--- src/rtl/rgb_led_pkg.sv ---
// Shared encodings for the RGB LED driver controller: command modes and FSM states.
package rgb_led_pkg;

    typedef enum logic [1:0] {
        MODE_OFF   = 2'd0,
        MODE_SOLID = 2'd1,
        MODE_BLINK = 2'd2,
        MODE_RSVD  = 2'd3
    } mode_e;

    typedef enum logic [1:0] {
        ST_OFF,
        ST_WARM,
        ST_RUN,
        ST_SHUTDOWN
    } state_e;

    localparam int NUM_CH = 3;  // channel index 0 red, 1 green, 2 blue

endpackage

--- src/rtl/rgb_pwm_core.sv ---
// Free-running PWM frame counter, per-channel duty compares and blink phase tracking.
module rgb_pwm_core import rgb_led_pkg::*; #(
    parameter int PWM_BITS   = 8,
    parameter int BLINK_BITS = 8
) (
    input  logic                             clk,
    input  logic                             rstn,
    input  logic                             run,
    input  logic                             restart,
    input  logic                             blink_en,
    input  logic [BLINK_BITS-1:0]            period,
    input  logic [NUM_CH-1:0][PWM_BITS-1:0]  duty,
    output logic                             frame_end,
    output logic [NUM_CH-1:0]                pwm
);

    logic [PWM_BITS-1:0]   pwm_ctr;
    logic [BLINK_BITS-1:0] frame_ctr;
    logic [BLINK_BITS-1:0] last_frame;
    logic                  phase;
    logic [NUM_CH-1:0]     cmp;

    assign frame_end  = run & (pwm_ctr == '1);
    assign last_frame = (period == '0) ? '0 : period - BLINK_BITS'(1);

    for (genvar c = 0; c < NUM_CH; c++) begin : g_ch
        assign cmp[c] = phase & (pwm_ctr < duty[c]);
    end

    // Counters sit at zero with phase ON whenever not running, so entering RUN
    // always starts a clean frame.
    always_ff @(posedge clk) begin
        if (!rstn || !run) begin
            pwm_ctr   <= '0;
            frame_ctr <= '0;
            phase     <= 1'b1;
            pwm       <= '0;
        end else begin
            pwm_ctr <= pwm_ctr + PWM_BITS'(1);
            pwm     <= cmp;
            if (frame_end) begin
                if (restart || !blink_en) begin
                    phase     <= 1'b1;
                    frame_ctr <= '0;
                end else if (frame_ctr == last_frame) begin
                    phase     <= ~phase;
                    frame_ctr <= '0;
                end else begin
                    frame_ctr <= frame_ctr + BLINK_BITS'(1);
                end
            end
        end
    end

endmodule

--- src/rtl/rgb_led_ctrl.sv ---
// Power sequencing, single-slot command buffer and PWM control for the SB_RGBA_DRV LED driver.
module rgb_led_ctrl import rgb_led_pkg::*; #(
    parameter int PWM_BITS   = 8,
    parameter int PWR_WAIT   = 4800,
    parameter int BLINK_BITS = 8
) (
    input  logic                  clk,
    input  logic                  rstn,
    input  logic                  cfg_valid,
    output logic                  cfg_ready,
    input  logic [1:0]            cfg_mode,
    input  logic [PWM_BITS-1:0]   cfg_red,
    input  logic [PWM_BITS-1:0]   cfg_green,
    input  logic [PWM_BITS-1:0]   cfg_blue,
    input  logic [BLINK_BITS-1:0] cfg_period,
    output logic                  pwm_red,
    output logic                  pwm_green,
    output logic                  pwm_blue,
    output logic                  curr_en,
    output logic                  led_en,
    output logic                  busy
);

    localparam int WAIT_W = $clog2(PWR_WAIT + 1);

    state_e                          state_q, state_d;
    logic                            pend_vld;
    mode_e                           pend_mode, act_mode;
    logic [NUM_CH-1:0][PWM_BITS-1:0] pend_duty, act_duty;
    logic [BLINK_BITS-1:0]           pend_period, act_period;
    logic [WAIT_W-1:0]               wait_q;
    logic                            take, load, frame_end;
    logic [NUM_CH-1:0]               pwm;

    assign cfg_ready = ~pend_vld;
    assign busy      = (state_q != ST_OFF) | pend_vld;

    always_comb begin
        state_d = state_q;
        take    = 1'b0;
        load    = 1'b0;
        unique case (state_q)
            ST_OFF: if (pend_vld) begin
                take = 1'b1;
                if (pend_mode != MODE_OFF) begin
                    load    = 1'b1;
                    state_d = ST_WARM;
                end
            end
            ST_WARM: if (wait_q == '0) state_d = ST_RUN;
            // Commands only land on a frame boundary so no PWM pulse is ever cut short.
            ST_RUN: if (frame_end && pend_vld) begin
                take = 1'b1;
                if (pend_mode == MODE_OFF) state_d = ST_SHUTDOWN;
                else                       load    = 1'b1;
            end
            ST_SHUTDOWN: state_d = ST_OFF;
            default:     state_d = ST_OFF;
        endcase
    end

    // Enables are registered from next state so the driver pins never see decode glitches.
    always_ff @(posedge clk) begin
        if (!rstn) begin
            state_q     <= ST_OFF;
            curr_en     <= 1'b0;
            led_en      <= 1'b0;
            pend_vld    <= 1'b0;
            pend_mode   <= MODE_OFF;
            pend_duty   <= '0;
            pend_period <= '0;
            act_mode    <= MODE_OFF;
            act_duty    <= '0;
            act_period  <= '0;
            wait_q      <= '0;
        end else begin
            state_q <= state_d;
            curr_en <= (state_d != ST_OFF);
            led_en  <= (state_d == ST_RUN);
            if (take) begin
                pend_vld <= 1'b0;
            end else if (cfg_valid && !pend_vld) begin
                pend_vld    <= 1'b1;
                pend_mode   <= mode_e'(cfg_mode);
                pend_duty   <= {cfg_blue, cfg_green, cfg_red};
                pend_period <= cfg_period;
            end
            if (load) begin
                act_mode   <= pend_mode;
                act_duty   <= pend_duty;
                act_period <= pend_period;
            end
            if (state_q == ST_OFF)
                wait_q <= WAIT_W'(PWR_WAIT - 1);
            else if (state_q == ST_WARM && wait_q != '0)
                wait_q <= wait_q - WAIT_W'(1);
        end
    end

    rgb_pwm_core #(
        .PWM_BITS   (PWM_BITS),
        .BLINK_BITS (BLINK_BITS)
    ) u_core (
        .clk       (clk),
        .rstn      (rstn),
        .run       (state_q == ST_RUN),
        .restart   (load && state_q == ST_RUN),
        .blink_en  (act_mode == MODE_BLINK),
        .period    (act_period),
        .duty      (act_duty),
        .frame_end (frame_end),
        .pwm       (pwm)
    );

    assign pwm_red   = pwm[0];
    assign pwm_green = pwm[1];
    assign pwm_blue  = pwm[2];

endmodule

--- config.mk ---
export PLATFORM = sky130hd
export DESIGN_NAME = rgb_led_ctrl
export DESIGN_NICKNAME = d
export VERILOG_FILES = /design/src/rtl/rgb_led_pkg.sv /design/src/rtl/rgb_pwm_core.sv /design/src/rtl/rgb_led_ctrl.sv
export SDC_FILE = /design/constraint.sdc
export NUM_CORES = 1
export LEC_CHECK = 0
export ABC_CLOCK_PERIOD_IN_PS = 3600
export CORE_ASPECT_RATIO = 0.7
export CORE_MARGIN = 5
export CORE_UTILIZATION = 58
export DETAILED_ROUTE_END_ITERATION = 16
export PLACE_DENSITY = 0.8
export SKIP_LAST_GASP = 1
export SYNTH_ARGS = -nofsm -noshare
export SYNTH_HDL_FRONTEND = slang
export SYNTH_SLANG_ARGS = --single-unit
--- constraint.sdc ---
create_clock -name clk -period 3.6 [get_ports clk]
set_input_delay 1.08 -clock clk [delete_from_list [all_inputs] [get_ports clk]]
set_output_delay 1.08 -clock clk [all_outputs]
set_load 0.01 [all_outputs]
==> results of run 1 <==
-- power by group --
group / switching [mW] / internal (mW) / leakage [nW] / total, mW
combinational: 0.101 / 0.0911 / 1.09 / 0.192
sequential: 0.0252 / 1.21 / 0.863 / 1.23
clock: 0.443 / 0.621 / 0.160 / 1.06
-- cell usage in the layout (no fill, tap or decap), types with 8 or more instances in the layout --
master,netlist,routed
buf_4,0,8
clkbuf_16,0,9
a31oi_1,8,8
clkdlybuf4s50_1,0,43
inv_1,33,33
dfxtp_1,106,106
a21o_1,12,12
nor2_1,26,26
ha_1,26,26
o21ai_0,10,10
xor2_1,8,8
nand2_1,161,161
nand3_1,16,16
a211oi_1,8,8
xnor2_1,12,12
a21boi_0,22,22
a21oi_1,65,64
nor3_1,14,14
nor4_1,8,8
-- synth_stat cells, types with 2 or more instances --
master | count | area share (%)
and3b_1 | 2 | 0.35
ha_1 | 26 | 6.5
nor2_1 | 26 | 1.9
nor3b_1 | 2 | 0.30
a21oi_1 | 65 | 6.5
a211oi_1 | 8 | 1.2
or4_1 | 6 | 0.90
nand3b_1 | 3 | 0.45
nand4b_1 | 2 | 0.35
nand2b_1 | 6 | 0.75
nand3_1 | 16 | 1.6
nor4_1 | 8 | 1.0
a31oi_1 | 8 | 1.0
xor2_1 | 8 | 1.4
and3_1 | 3 | 0.37
nand2_1 | 161 | 12
a21o_1 | 12 | 1.8
inv_1 | 33 | 2.5
clkbuf_1 | 29 | 2.2
nor3_1 | 14 | 1.4
o211a_1 | 2 | 0.40
buf_2 | 2 | 0.20
xnor2_1 | 12 | 2.1
o21ai_0 | 10 | 1.0
nor2b_1 | 5 | 0.62
or2_2 | 5 | 0.62
dfxtp_1 | 106 | 42
a21boi_0 | 22 | 3.3
buf_6 | 2 | 0.45
-- final timing paths --
kind | end | start
max reg2reg | u_core.phase$_SDFFE_PP1P_ | act_period[0]$_SDFFE_PN0P_
max | u_core.phase$_SDFFE_PP1P_ | act_period[0]$_SDFFE_PN0P_
min reg2reg | act_duty[5]$_SDFFE_PN0P_ | pend_duty[5]$_SDFFE_PN0P_
min | act_duty[5]$_SDFFE_PN0P_ | pend_duty[5]$_SDFFE_PN0P_
-- worst max-delay path: stages (launching register included) --
cell	delay, ns
dfxtp_1	0.40
inv_1	0.14
ha_1	0.31
or3b_2	0.49
o22ai_1	0.23
xnor2_1	0.14
a2111oi_4	0.32
nand3_1	0.10
or4_1	0.42
a21o_1	0.19
-- cells by family after synthesis --
group | after synthesis | share of synthesized area (%)
AOI/OAI and AO/OA | 138 | 17.64
xor gates and xnor gates | 21 | 3.936
adders and majority gates | 26 | 6.477
buffers and inverters | 67 | 5.356
DFF | 106 | 42.25
muxes | 1 | 0.2242
and+or+nand+nor | 268 | 24.12
-- final cells by class --
cell class              count  area [um2]  area share (%)
multi-input cells         454        2638           45.05
flip-flops and latches    106        2122           36.25
repair buffers             51       490.5           8.378
clock buffers              10       229.0           3.911
well taps                 120       150.1           2.565
inverters                  34       127.6           2.180
clock inverters             6       97.59           1.667
-- routing by layer --
| layer | up-vias | GRT usage, % | part of all wire (%) |
|---|---|---|---|
| li1 | 2182 | - | - |
| met1 | 2016 | 28.71 | 47 |
| met2 | 124 | 36.49 | 45 |
| met3 | 30 | 5.100 | 5.4 |
| met4 | 0 | 8.342 | 2.3 |
| met5 | - | 0 | 0 |
-- state kept, by name (all words and copies together), names as in the netlist --
signal,count
u_core.pwm_ctr,8
u_core.frame_ctr,8
pend_period,8
pend_duty,24
act_mode,2
wait_q,13
curr_en,1
act_period,8
u_core.phase,1
pend_vld,1
act_duty,24
u_core.pwm,3
state_q,2
led_en,1
pend_mode,2
-- metrics by stage --
| step | setup WS [ns] | utilization, % | hold slack, ns |
|---|---|---|---|
| final | 0.7477 | 69.34 | 0.4552 |
| after global routing | 0.5671 | 69.34 | 0.4669 |
| after CTS | 0.7824 | 69.34 | 0.4569 |
| after detailed placement | 0.8416 | 65.47 | 0.4460 |
| after global placement | 1.002 | 65.47 | 0.4377 |
| after floorplan | 1.050 | - | 0.4321 |
==> qor.csv, run 1 <==
stage;metric;value;unit
run_status;status;completed;
setup_path;cp.required;3.84;ns
setup_path;cp.arrival;3.09;ns
sta;setup_violations;0;
route;drtAntennaViolNets;0;
sta;drv_slew;0;
place;hpwl;7.686;mm
sta;fmax;0.3506;GHz
power;power;2.490;mW
power;ir_worst_vdd;234.9;uV
place;numPortBuffers;43;
yosys;syn-mean-instance-area;8.010;um2
setup_path;reg2regPathDepth;9;
cts;clock-root-buffer;clkbuf_16;
sta;final-hold-violation-count;0;
cts;cts_buffer_depth;2;
cts;clock_sinks;106;
floorplan;fp.dieH;87.86;um
place;dp.cells;765;
worst_hold_path;hp-class;register to register;
cts;cts_resized;0;
floorplan;coreArea;8443;um2
grt;antenna_found_initial;0;
sta;rsz0062_at_grt;false;
grt;grt_start_max_net_pins;35;
floorplan;pin_count;44;
grt;grt_pass1_wl;19.13;mm
route;avgViaCountPerCell;5.572;
layout;diodes;0;
layout;fill_cells;688;
layout;fin_nets;719;
setup_path;r2r_slack;0.75;ns
grt;grt_pass1_vias;4150;
sta;clock_skew;0.007220;ns
route;drtIter0Drc;333;
sta;period_needed;2.852;ns
sta;setup_tns;0;ns
cts;cts_hold_buf;0;
layout;areaGrowthSynthToFinish;16.57;%
setup_path;setup.worst_path.class;register to register;
setup_path;crit_path_end_kind;register;
sta;worst_pin_slew;1.074;ns
power;leakagePower;2.117;nW
cts;insertion_delay;0.35;ns
yosys;syn-instance-count;627;
route;drtPass1Iterations;5;
cts;cts_max_level;3;
layout;finalNonFillerCells;781;
worst_hold_path;min_path_cells;2;
run;maxCapViolCount;0;
cts;cts_setup_buffers;0;
yosys;synth_edf_count;0;
route;wire_per_inst;14.14;um
layout;finalInstanceArea;5854;um2
setup_path;worst_setup_path_start_kind;register;
cts;cts-buffers-inserted;9;
layout;drive_gt1_share;5.446;%
yosys;syn_nets;690;
floorplan;dieArea;10650;um2
grt;overflow;0;
yosys;ys.flop_type;dfxtp_1;
power;power.density;425.3;nW/um2
yosys;ys_seq_area_share;42.25;%
yosys;synth_async_sr_flop_share;0;%
setup_path;path_max_fanout;9;
floorplan;fp.dieW;121.2;um
sta;period_share;79.23;%
grt;track_usage;22.14;%
floorplan;start_util;59.48;%
floorplan;rows;28;
place;placed_area;5528;um2
route;wl;11.05;mm
yosys;syn-cell-area;5022;um2
yosys;ys_ff_latch;106;
yosys;synthDistinctLibCells;52;
route;vias;4352;
cts;cts_tree;yes;
place;gp_congestion;0.9198;
yosys;ys_warn_count;0;
route;drc;0;
cts;path_clk_slew;0.07;ns
sta;max_slew_margin;28.41;%
(Power assumes the default switching activity.)
==> run 2: changes to the inputs <==
--- a/config.mk
+++ b/config.mk
@@ -5,12 +5,12 @@
 export SDC_FILE = /design/constraint.sdc
 export NUM_CORES = 1
 export LEC_CHECK = 0
-export ABC_CLOCK_PERIOD_IN_PS = 3600
+export ABC_CLOCK_PERIOD_IN_PS = 2400
 export CORE_ASPECT_RATIO = 0.7
 export CORE_MARGIN = 5
-export CORE_UTILIZATION = 58
+export CORE_UTILIZATION = 52
 export DETAILED_ROUTE_END_ITERATION = 16
-export PLACE_DENSITY = 0.8
+export PLACE_DENSITY = 0.76
 export SKIP_LAST_GASP = 1
 export SYNTH_ARGS = -nofsm -noshare
 export SYNTH_HDL_FRONTEND = slang
==> constraint.sdc (replaced) <==
create_clock -name clk -period 2.4 [get_ports clk]
set_input_delay 0.72 -clock clk [delete_from_list [all_inputs] [get_ports clk]]
set_output_delay 0.72 -clock clk [all_outputs]
set_load 0.01 [all_outputs]
==> qor.csv, run 2 (synthesis results as in run 1) <==
stage;metric;value;unit;change
setup_path;slowest_stage;or3b_2;;
sta;drv_slew;0;;unchanged
place;placed_area;5752;um2;+4.1%
setup_path;cp.required;2.64;ns;-1.20 ns
route;avgViaCountPerCell;5.417;;-2.8%
layout;top_regs;act_duty x24, pend_duty x24, wait_q x13;;
worst_hold_path;min_path_cells;2;;unchanged
route;drtPass1Iterations;4;;-1
sta;period_share;102.6;%;+23 points
floorplan;start_util;52.47;%;-7.0 points
layout;fill_cells;825;;+20%
sta;setup_tns;-0.1561;ns;-0.1561 ns
layout;post-route-util;65.05;%;-4.3 points
route;vias;4415;;+1.4%
route;drtAntennaViolNets;0;;unchanged
setup_path;setup.worst_path.class;register to register;;
cts;cts_buffer_depth;2;;unchanged
cts;clock_sinks;106;;unchanged
route;wl;11.59;mm;+5.0%
floorplan;coreArea;9572;um2;+13%
grt;grt_pass1_vias;4342;;+4.6%
floorplan;pin_count;44;;unchanged
layout;areaGrowthSynthToFinish;23.97;%;
power;leakagePower;2.298;nW;+8.6%
place;dp.cells;793;;+3.7%
floorplan;rows;30;;+7.1%
grt;overflow;0;;unchanged
floorplan;fp.dieW;127.5;um;+5.2%
setup_path;cp.arrival;2.70;ns;-0.39 ns
worst_hold_path;whs_endpoint;act_duty[1]$_SDFFE_PN0P_;;
sta;fmax;0.4062;GHz;+16%
cts;insertion_delay;0.34;ns;about the same
setup_path;crit_family;simple AND/OR/NAND/NOR gates;;
grt;grt_start_max_net_pins;35;;unchanged
worst_hold_path;holdCritStartpoint;pend_duty[1]$_SDFFE_PN0P_;;
sta;rsz0062_at_grt;true;;
power;ir_worst_vdd;381.6;uV;+62%
setup_path;reg2regPathDepth;9;;unchanged
layout;final_common_cell;nand2_1;;
sta;final-hold-violation-count;0;;unchanged
run_status;status;complete, but fails checks;;
setup_path;r2r_start;act_period[0]$_SDFFE_PN0P_;;
place;hpwl;8.316;mm;+8.2%
place;gp_congestion;0.8342;;-9.3%
layout;fin_nets;746;;+3.8%
setup_path;worst_setup_path_start_kind;register;;
floorplan;dieArea;11760;um2;+10%
power;power;3.572;mW;+43%
grt;grt_pass1_wl;19.75;mm;+3.3%
place;dpl_worst_slack;-0.05655;ns;-0.8981 ns
layout;layout_common_cells;159 x nand2_1, 103 x dfxtp_1, 62 x a21oi_1, 43 x clkdlybuf4s50_1, 32 x inv_1;;
run_status;violations;negative setup slack;;
worst_hold_path;hp-class;register to register;;
route;drc;0;;unchanged
layout;finalNonFillerCells;815;;+4.4%
setup_path;crit_buf_inv;1;;unchanged
sta;period_needed;2.462;ns;-0.3906 ns
setup_path;crit_path_max_incr_delay;0.49;ns;about the same
cts;cts_hold_buf;0;;unchanged
route;wire_per_inst;14.23;um;+0.58%
layout;diodes;0;;unchanged
run;maxCapViolCount;0;;unchanged
grt;track_usage;20.41;%;-1.7 points
power;power.density;573.8;nW/um2;+35%
cts;path_clk_slew;0.07;ns;about the same
sta;worst_pin_slew;0.4244;ns;-0.6494 ns
layout;drive_gt1_share;12.81;%;+7.4 points
cts;cts_max_level;3;;unchanged
setup_path;crit_chain;inv_2, ha_4, or3b_2, o22ai_2, xnor2_2, a2111oi_4, nand3_1, or4_1, a21o_1;;
route;drtIter0Drc;360;;+8.1%
setup_path;path_max_fanout;3;;-6
sta;setup_violations;5;;+5
sta;clock_skew;0.005606;ns;-0.001614 ns
place;numPortBuffers;43;;unchanged
cts;clock-root-buffer;clkbuf_16;;
setup_path;r2r_slack;-0.06;ns;-0.81 ns
setup_path;crit_path_end_kind;register;;
cts;cts-buffers-inserted;9;;unchanged
setup_path;r2r_end;u_core.phase$_SDFFE_PP1P_;;
sta;max_slew_margin;71.54;%;+43 points
layout;finalInstanceArea;6226;um2;+6.3%
sta;hold_slack;0.4507;ns;-0.004510 ns
cts;cts_tree;yes;;
sta;worst_slack;-0.06171;ns;-0.8094 ns
grt;antenna_found_initial;0;;unchanged
floorplan;fp.dieH;92.23;um;+5.0%
[run 2: cell count changes in the layout (fill, tap and decap cells not counted), moves of 3 or more]
cell	previous run	this run
dfxtp_1	106	103
clkbuf_8	0	3
buf_4	8	29
nand3_2	0	3
buf_6	0	4
dfxtp_2	0	3
nand3_1	16	13
[run 2: power breakdown]
part	total [mW]	internal, mW	switching [mW]	leakage (nW)
registers	1.85	1.81	0.0376	0.865
clock network	1.40	0.786	0.611	0.139
logic	0.323	0.160	0.163	1.29
total	3.57	2.76	0.812	2.30
[run 2: worst max-delay path by stage]
| stage | startpoint | end | slack, ns | depth (start not counted) |
|---|---|---|---|---|
| after CTS | act_period[2]$_SDFFE_PN0P_ | u_core.phase$_SDFFE_PP1P_ | -0.07 | 7 |
| after floorplan | act_period[2]$_SDFFE_PN0P_ | u_core.phase$_SDFFE_PP1P_ | -0.04 | 9 |
| after global placement | act_period[0]$_SDFFE_PN0P_ | u_core.phase$_SDFFE_PP1P_ | 0.02 | 9 |
| after global routing | act_period[0]$_SDFFE_PN0P_ | u_core.phase$_SDFFE_PP1P_ | -0.18 | 9 |
| after detailed placement | act_period[0]$_SDFFE_PN0P_ | u_core.phase$_SDFFE_PP1P_ | -0.06 | 9 |
| final | act_period[0]$_SDFFE_PN0P_ | u_core.phase$_SDFFE_PP1P_ | -0.06 | 9 |
[run 2: repair_timing]
action / 4_1_cts / 5_1_grt
setup buffers: 0 / 6
endpoints found under the setup margin: 8 / 10
endpoints found under the hold margin: 0 / 0
gates cloned: 0 / 1
pin swaps: 0 / 8
gates resized for setup: 1 / 34
[run 2: metal layers]
metal	global-route usage, %	up-vias	part of all wire (%)
met3	4.598	13	5.0
met2	33.71	85	48
met5	0	-	0
li1	-	2232	-
met4	7.589	0	1.1
met1	26.02	2085	46
[run 2: cell type report]
| type | count | area, um2 | area share [%] |
|---|---|---|---|
| repair buffers | 78 | 733.2 | 11.78 |
| inverters | 34 | 127.6 | 2.050 |
| flip-flops and latches | 106 | 2126 | 34.14 |
| clock inverters | 1 | 8.758 | 0.1407 |
| clock buffers | 14 | 274.0 | 4.401 |
| well taps | 128 | 160.2 | 2.572 |
| multi-input cells | 454 | 2796 | 44.92 |
[run 2: tightest hold or removal path: cells and delay by family (launching register included)]
kind	cells	cell delay, ns
flops	1	0.31
simple gates	1	0.05
compound gates	1	0.05
